[config.mk]
export PLATFORM = sky130hd
export DESIGN_NAME = bpu_btb
export DESIGN_NICKNAME = d
export VERILOG_FILES = /design/src/rtl/bpu_btb.sv
export SDC_FILE = /design/constraint.sdc
export NUM_CORES = 2
export LEC_CHECK = 0
export ABC_AREA = 0
export ABC_CLOCK_PERIOD_IN_PS = 61200
export CORE_MARGIN = 2
export CORE_UTILIZATION = 45
export DETAILED_ROUTE_END_ITERATION = 10
export PLACE_DENSITY = 0.72
export SYNTH_ARGS = -nofsm -noshare
export SYNTH_HDL_FRONTEND = slang
export SYNTH_SLANG_ARGS = --single-unit
[constraint.sdc]
create_clock -name clock -period 61.2 [get_ports clock]
set_clock_uncertainty 0.1 [all_clocks]
set_input_delay 12.24 -clock clock [delete_from_list [all_inputs] [get_ports clock]]
set_output_delay 12.24 -clock clock [all_outputs]
set_load 0.05 [all_outputs]
[src/rtl/bpu_btb.sv]
// Direct-mapped branch target buffer with per-entry saturating direction counters.
// Optional performance counters are built only when BPU_PERF_EN is defined.
module bpu_btb #(
    parameter int PC_W    = 64,
    parameter int ENTRIES = 16,
    parameter int TAG_W   = 8,
    parameter int CNT_W   = 2,
    parameter int PERF_W  = 32
) (
    input  logic              clock,
    input  logic              reset,
    input  logic [PC_W-1:0]   lk_pc,
    output logic              pre_jump,
    output logic [PC_W-1:0]   pre_branch,
    input  logic              upd_valid,
    input  logic [PC_W-1:0]   upd_pc,
    input  logic              upd_taken,
    input  logic [PC_W-1:0]   upd_target,
    input  logic [1:0]        upd_jumptype,
    input  logic              upd_mispredict,
    input  logic              flush,
    output logic [PERF_W-1:0] perf_total,
    output logic [PERF_W-1:0] perf_correct
);

    localparam int IDX_W = $clog2(ENTRIES);
    localparam logic [CNT_W-1:0] CNT_MAX  = {CNT_W{1'b1}};
    localparam logic [CNT_W-1:0] CNT_WEAK = ~(CNT_MAX >> 1);

    logic [ENTRIES-1:0]            valid_all;
    logic [ENTRIES-1:0][TAG_W-1:0] tag_all;
    logic [ENTRIES-1:0][PC_W-1:0]  target_all;
    logic [ENTRIES-1:0][CNT_W-1:0] cnt_all;

    logic [IDX_W-1:0] lk_idx;
    logic [TAG_W-1:0] lk_tag;
    logic             lk_hit;

    logic [IDX_W-1:0] upd_idx;
    logic [TAG_W-1:0] upd_tag;
    logic             upd_hit;
    logic             upd_cond;
    logic             upd_wr;
    logic [CNT_W-1:0] cnt_cur;
    logic [CNT_W-1:0] cnt_next;
    logic [PC_W-1:0]  target_next;

    // Only the index/tag slices of the PCs are consumed.
    logic pc_unused;
    assign pc_unused = ^{lk_pc, upd_pc};

    assign lk_idx = lk_pc[IDX_W+1:2];
    assign lk_tag = lk_pc[TAG_W+IDX_W+1:IDX_W+2];
    assign lk_hit = valid_all[lk_idx] && (tag_all[lk_idx] == lk_tag);

    assign pre_jump   = lk_hit & cnt_all[lk_idx][CNT_W-1];
    assign pre_branch = pre_jump ? target_all[lk_idx] : '0;

    assign upd_idx  = upd_pc[IDX_W+1:2];
    assign upd_tag  = upd_pc[TAG_W+IDX_W+1:IDX_W+2];
    assign upd_hit  = valid_all[upd_idx] && (tag_all[upd_idx] == upd_tag);
    assign upd_cond = upd_valid && (upd_jumptype != 2'b00);
    assign cnt_cur  = cnt_all[upd_idx];

    always_comb begin
        upd_wr      = 1'b0;
        cnt_next    = cnt_cur;
        target_next = target_all[upd_idx];
        if (upd_cond && !flush) begin
            if (upd_hit) begin
                upd_wr = 1'b1;
                if (upd_jumptype == 2'b01) begin
                    if (upd_taken) begin
                        target_next = upd_target;
                        if (cnt_cur != CNT_MAX)
                            cnt_next = cnt_cur + CNT_W'(1);
                    end else if (cnt_cur != '0) begin
                        cnt_next = cnt_cur - CNT_W'(1);
                    end
                end else begin
                    cnt_next    = CNT_MAX;
                    target_next = upd_target;
                end
            end else if (upd_taken) begin
                // Allocation overwrites whatever lives at this index.
                upd_wr      = 1'b1;
                target_next = upd_target;
                cnt_next    = (upd_jumptype == 2'b01) ? CNT_WEAK : CNT_MAX;
            end
        end
    end

    generate
        for (genvar gi = 0; gi < ENTRIES; gi++) begin : g_entry
            logic             valid_reg;
            logic [TAG_W-1:0] tag_reg;
            logic [PC_W-1:0]  target_reg;
            logic [CNT_W-1:0] cnt_reg;

            always_ff @(posedge clock or posedge reset) begin
                if (reset) begin
                    valid_reg  <= 1'b0;
                    tag_reg    <= '0;
                    target_reg <= '0;
                    cnt_reg    <= '0;
                end else if (flush) begin
                    valid_reg <= 1'b0;
                end else if (upd_wr && (upd_idx == IDX_W'(gi))) begin
                    valid_reg  <= 1'b1;
                    tag_reg    <= upd_tag;
                    target_reg <= target_next;
                    cnt_reg    <= cnt_next;
                end
            end

            assign valid_all[gi]  = valid_reg;
            assign tag_all[gi]    = tag_reg;
            assign target_all[gi] = target_reg;
            assign cnt_all[gi]    = cnt_reg;
        end
    endgenerate

`ifdef BPU_PERF_EN
    logic [PERF_W-1:0] perf_total_reg;
    logic [PERF_W-1:0] perf_correct_reg;
    logic              count_en;

    assign count_en = upd_cond && !flush;

    // Both counters saturate; flush leaves them alone.
    always_ff @(posedge clock or posedge reset) begin
        if (reset) begin
            perf_total_reg   <= '0;
            perf_correct_reg <= '0;
        end else if (count_en) begin
            if (perf_total_reg != {PERF_W{1'b1}})
                perf_total_reg <= perf_total_reg + PERF_W'(1);
            if (!upd_mispredict && (perf_correct_reg != {PERF_W{1'b1}}))
                perf_correct_reg <= perf_correct_reg + PERF_W'(1);
        end
    end

    assign perf_total   = perf_total_reg;
    assign perf_correct = perf_correct_reg;
`else
    logic perf_unused;
    assign perf_unused  = upd_mispredict;
    assign perf_total   = '0;
    assign perf_correct = '0;
`endif

endmodule

==> impl_metrics.env <==
export IMPL_synth_seq_cells=1200
export IMPL_dp_hpwl_um=90460
export IMPL_hold_violations=0
export IMPL_switching_share_pct=25.24
export IMPL_vias=41338
export IMPL_postCtsSetupBuffers=0
export IMPL_chipHeight_um=377.8
export IMPL_multiInputGateArea_um2=30290
export IMPL_hold_class="reg -> reg"
export IMPL_p_leak_nw=28.45
export IMPL_min_period_ps=30190
export IMPL_drt_iter0_markers=4379
export IMPL_p_sw_uw=461.1
export IMPL_p_comb_share_pct=11.1
export IMPL_rsz0062_at_grt="false"
export IMPL_layout_drive_gt1_share_pct=24.92
export IMPL_fmaxAchievable_mhz=33.12
export IMPL_r2r_slack_ps=55150
export IMPL_grt_pass1_wl_um=258800
export IMPL_cp_max_fo=83
export IMPL_min_period_over_period_pct=49.33
export IMPL_synth_xor_area_share_pct=0.2229
export IMPL_synth_cells=5014
export IMPL_cts_max_level=3
export IMPL_crit_end="pre_branch[34]"
export IMPL_cp_depth=10
export IMPL_grt_overflow_total=0
export IMPL_num_io_pins=329
export IMPL_clkSlewWorstSetupHoldPaths_ps=60
export IMPL_wl_um=166300
export IMPL_grt_max_degree=184
export IMPL_track_usage_pct=23.79
export IMPL_ys_flop_type="dfrtp_1"
export IMPL_routabilityCongestion=0.7568
export IMPL_slew_limit_headroom_pct=19.25
export IMPL_clockBufferDepth=3
export IMPL_syn_to_final_growth_pct=9.719
export IMPL_seq_power_share_pct=47.1
export IMPL_holdBufCountCts=0
export IMPL_synth_edf_count=0
export IMPL_fin_cells=6818
export IMPL_largest_reg_flops=1024
export IMPL_cts_made_buffers=119
export IMPL_cts_root_buffer="clkbuf_16"
export IMPL_path_buf_inv=4
export IMPL_post_cts_resized=0
export IMPL_synth_adder_area_share_pct=0
export IMPL_fin_area_um2=68980
export IMPL_cts_num_sinks=1200
export IMPL_netlist_cell_type_count=46
export IMPL_place_inst=6601
export IMPL_r2r_start="g_entry[11].tag_reg[2]"
export IMPL_status="finished clean"
export IMPL_tns_ps=0
export IMPL_required_ps=48860
export IMPL_internal_power_mw=1.365
export IMPL_firstDrtPassIters=5
export IMPL_yosysSeqAreaShare_pct=47.76
export IMPL_cp_top_family="buffers and inverters"
export IMPL_core_um2=139000
export IMPL_synth_top_family_by_area="multiplexers"
export IMPL_worst_pin_slew_ps=1178
export IMPL_async_reset_ff_share_pct=100.0
export IMPL_crit_path_end_kind="primary output"
export IMPL_yosysTopAreaCellShare_pct=47.76
export IMPL_crit_chain="buf_8 -> buf_4 -> mux4_2 -> mux4_2 -> xor2_1 -> nor4_1 -> nand3_4 -> buf_4 -> nor2b_1 -> clkdlybuf4s50_1"
export IMPL_synthMuxAreaShare_pct=31.34
export IMPL_synth_largest_area_cell="dfrtp_1"
export IMPL_peakVddDrop_mv=0.02573
export IMPL_startpoint="lk_pc[2]"
export IMPL_cts_tree="done"
export IMPL_startpoint_type="primary input"
export IMPL_p_clk_share_pct=41.8
export IMPL_vias_per_cell=6.063
export IMPL_ff_latch_area_um2=30030
export IMPL_r2r_end="g_entry[4].tag_reg[0]"
export IMPL_dpl_instance_area_um2=64900
export IMPL_antenna_left=0
export IMPL_rows=137
export IMPL_antenna_found_initial=11
export IMPL_drv_slew=0
export IMPL_powerDensity_nw_per_um2=26.48
export IMPL_n_fill_cell=11706
export IMPL_clock_latency_ps=740
export IMPL_drc_errors=0
export IMPL_synth_warnings=0
export IMPL_grt_pass1_vias=42322
export IMPL_max_cap_violations=0
export IMPL_syn_area_per_cell_um2=12.54
export IMPL_r2r_cells=10
export IMPL_crit_type="in -> out"
export IMPL_slowest_stage="buf_4"
export IMPL_netlist_area_um2=62870
export IMPL_dieArea_um2=142700
export IMPL_slowest_delay_ps=930
export IMPL_fin_nets=5046
export IMPL_cp_arrival_ps=17850
export IMPL_setup_viol=0
export IMPL_synthSimpleGateAreaFrac_pct=7.373
export IMPL_start_util_pct=45.23
export IMPL_netlist_top_cells_area="dfrtp_1 (48%), mux4_2 (26%), o21ai_0 (5.3%)"
export IMPL_synth_compound_area_share_pct=8.679
export IMPL_wire_per_inst_um=24.39
export IMPL_port_buffers=159
export IMPL_dieWidth_um=377.8
-- per-stage QoR --
| stage | hold WS, ps | setup slack [ps] | total power [mW] | utilization, % |
|---|---|---|---|---|
| floorplan | 360.9 | 15050 | 1.031 | - |
| global placement | 373.0 | 30850 | 1.070 | 46.68 |
| detailed placement | 385.4 | 30810 | 1.078 | 46.68 |
| CTS | 399.1 | 30810 | 1.838 | 49.62 |
| global route | 417.4 | 30570 | 1.892 | 49.62 |
| finish | 393.4 | 31010 | 1.827 | 49.62 |
-- cell usage in the layout (no fill, tap or decap), types with 11 or more instances in the layout --
cell type        synthesis  layout
nor2b_1                 69      69
mux2i_4                 60      60
o21ai_1                190     189
clkbuf_16                0     122
nand2_4                  0      11
mux2i_1                 20      20
inv_1                   18      17
xor2_1                  11      11
conb_1                   1      64
a21oi_1                195     195
o21ai_0                669     669
clkbuf_1               299      17
mux4_2                 725     725
nor2_1                 207     207
dfrtp_1               1200    1200
nand2_1                863     852
clkinv_2                 0      24
mux2_2                 162     162
clkdlybuf4s50_1          0     151
buf_4                  129      52
clkbuf_8                 0      38
-- Yosys cell counts (2+ instances only) --
cell / instances
nor2b_1: 69
mux4_2: 725
a21o_1: 3
nand3_1: 11
and3_1: 2
clkbuf_1: 299
buf_1: 69
and4_1: 2
dfrtp_1: 1200
buf_6: 5
mux2_2: 162
buf_2: 62
a22oi_1: 3
xnor2_1: 5
nand2_1: 863
nor4_1: 4
buf_12: 6
a21oi_1: 195
o32a_1: 2
xor2_1: 11
mux2i_1: 20
nor2_1: 207
o21ai_0: 669
o211ai_1: 4
nor3_1: 2
o21ai_1: 190
inv_1: 18
buf_4: 129
mux2i_4: 60
-- tightest hold or removal path, delay by kind of cell, from the launching register on --
kind	cells	cell delay, ps
compound gates	1	60
simple gates	1	50
flops	1	350
-- metal layers --
metal  track usage [%]  wire [um]
met1             33.04      67510
met2             38.41      81210
met3             4.603      12930
met4             6.657       4628
met5                 0         38
-- power groups by stage --
stage                     logic (mW)  registers, mW  clock network, mW
after floorplan                0.165          0.867                  0
after global placement         0.200          0.869                  0
after detailed placement       0.205          0.873                  0
after CTS                      0.205          0.859              0.773
after global routing           0.220          0.865              0.807
final                          0.203          0.860              0.764
-- logic make-up (layout without fill, tap and decap cells) --
kind of cell / count (synthesis) / after routing
muxes: 967 / 967
other: 1 / 66
DFF: 1200 / 1200
xor gates and xnor gates: 16 / 16
and+or+nand+nor: 1168 / 1168
buffers and inverters: 588 / 451
AOI/OAI and AO/OA: 1074 / 1074
-- layout make-up --
class                      instances  area share [%]
timing repair buffer             218           3.120
clock inverter                    40          0.6802
antenna                            2        0.007255
tap                             1876           3.403
sequential                      1200           43.53
inverter                          18          0.1088
clock buffer                     175           5.236
multi-input combinational       3289           43.91
-- worst min path at each step --
| stage | start | end | slack [ps] | cells after the start |
|---|---|---|---|---|
| after floorplan | g_entry[14].target_reg[0] | g_entry[14].target_reg[0] | 360 | 2 |
| after global placement | g_entry[3].target_reg[6] | g_entry[3].target_reg[6] | 370 | 2 |
| after CTS | g_entry[6].target_reg[4] | g_entry[6].target_reg[4] | 400 | 2 |
| after detailed placement | g_entry[14].target_reg[44] | g_entry[14].target_reg[44] | 390 | 2 |
| after global routing | g_entry[13].cnt_reg[0] | g_entry[13].cnt_reg[0] | 420 | 1 |
| final | g_entry[6].target_reg[30] | g_entry[6].target_reg[30] | 390 | 2 |
(Power assumes the default switching activity.)
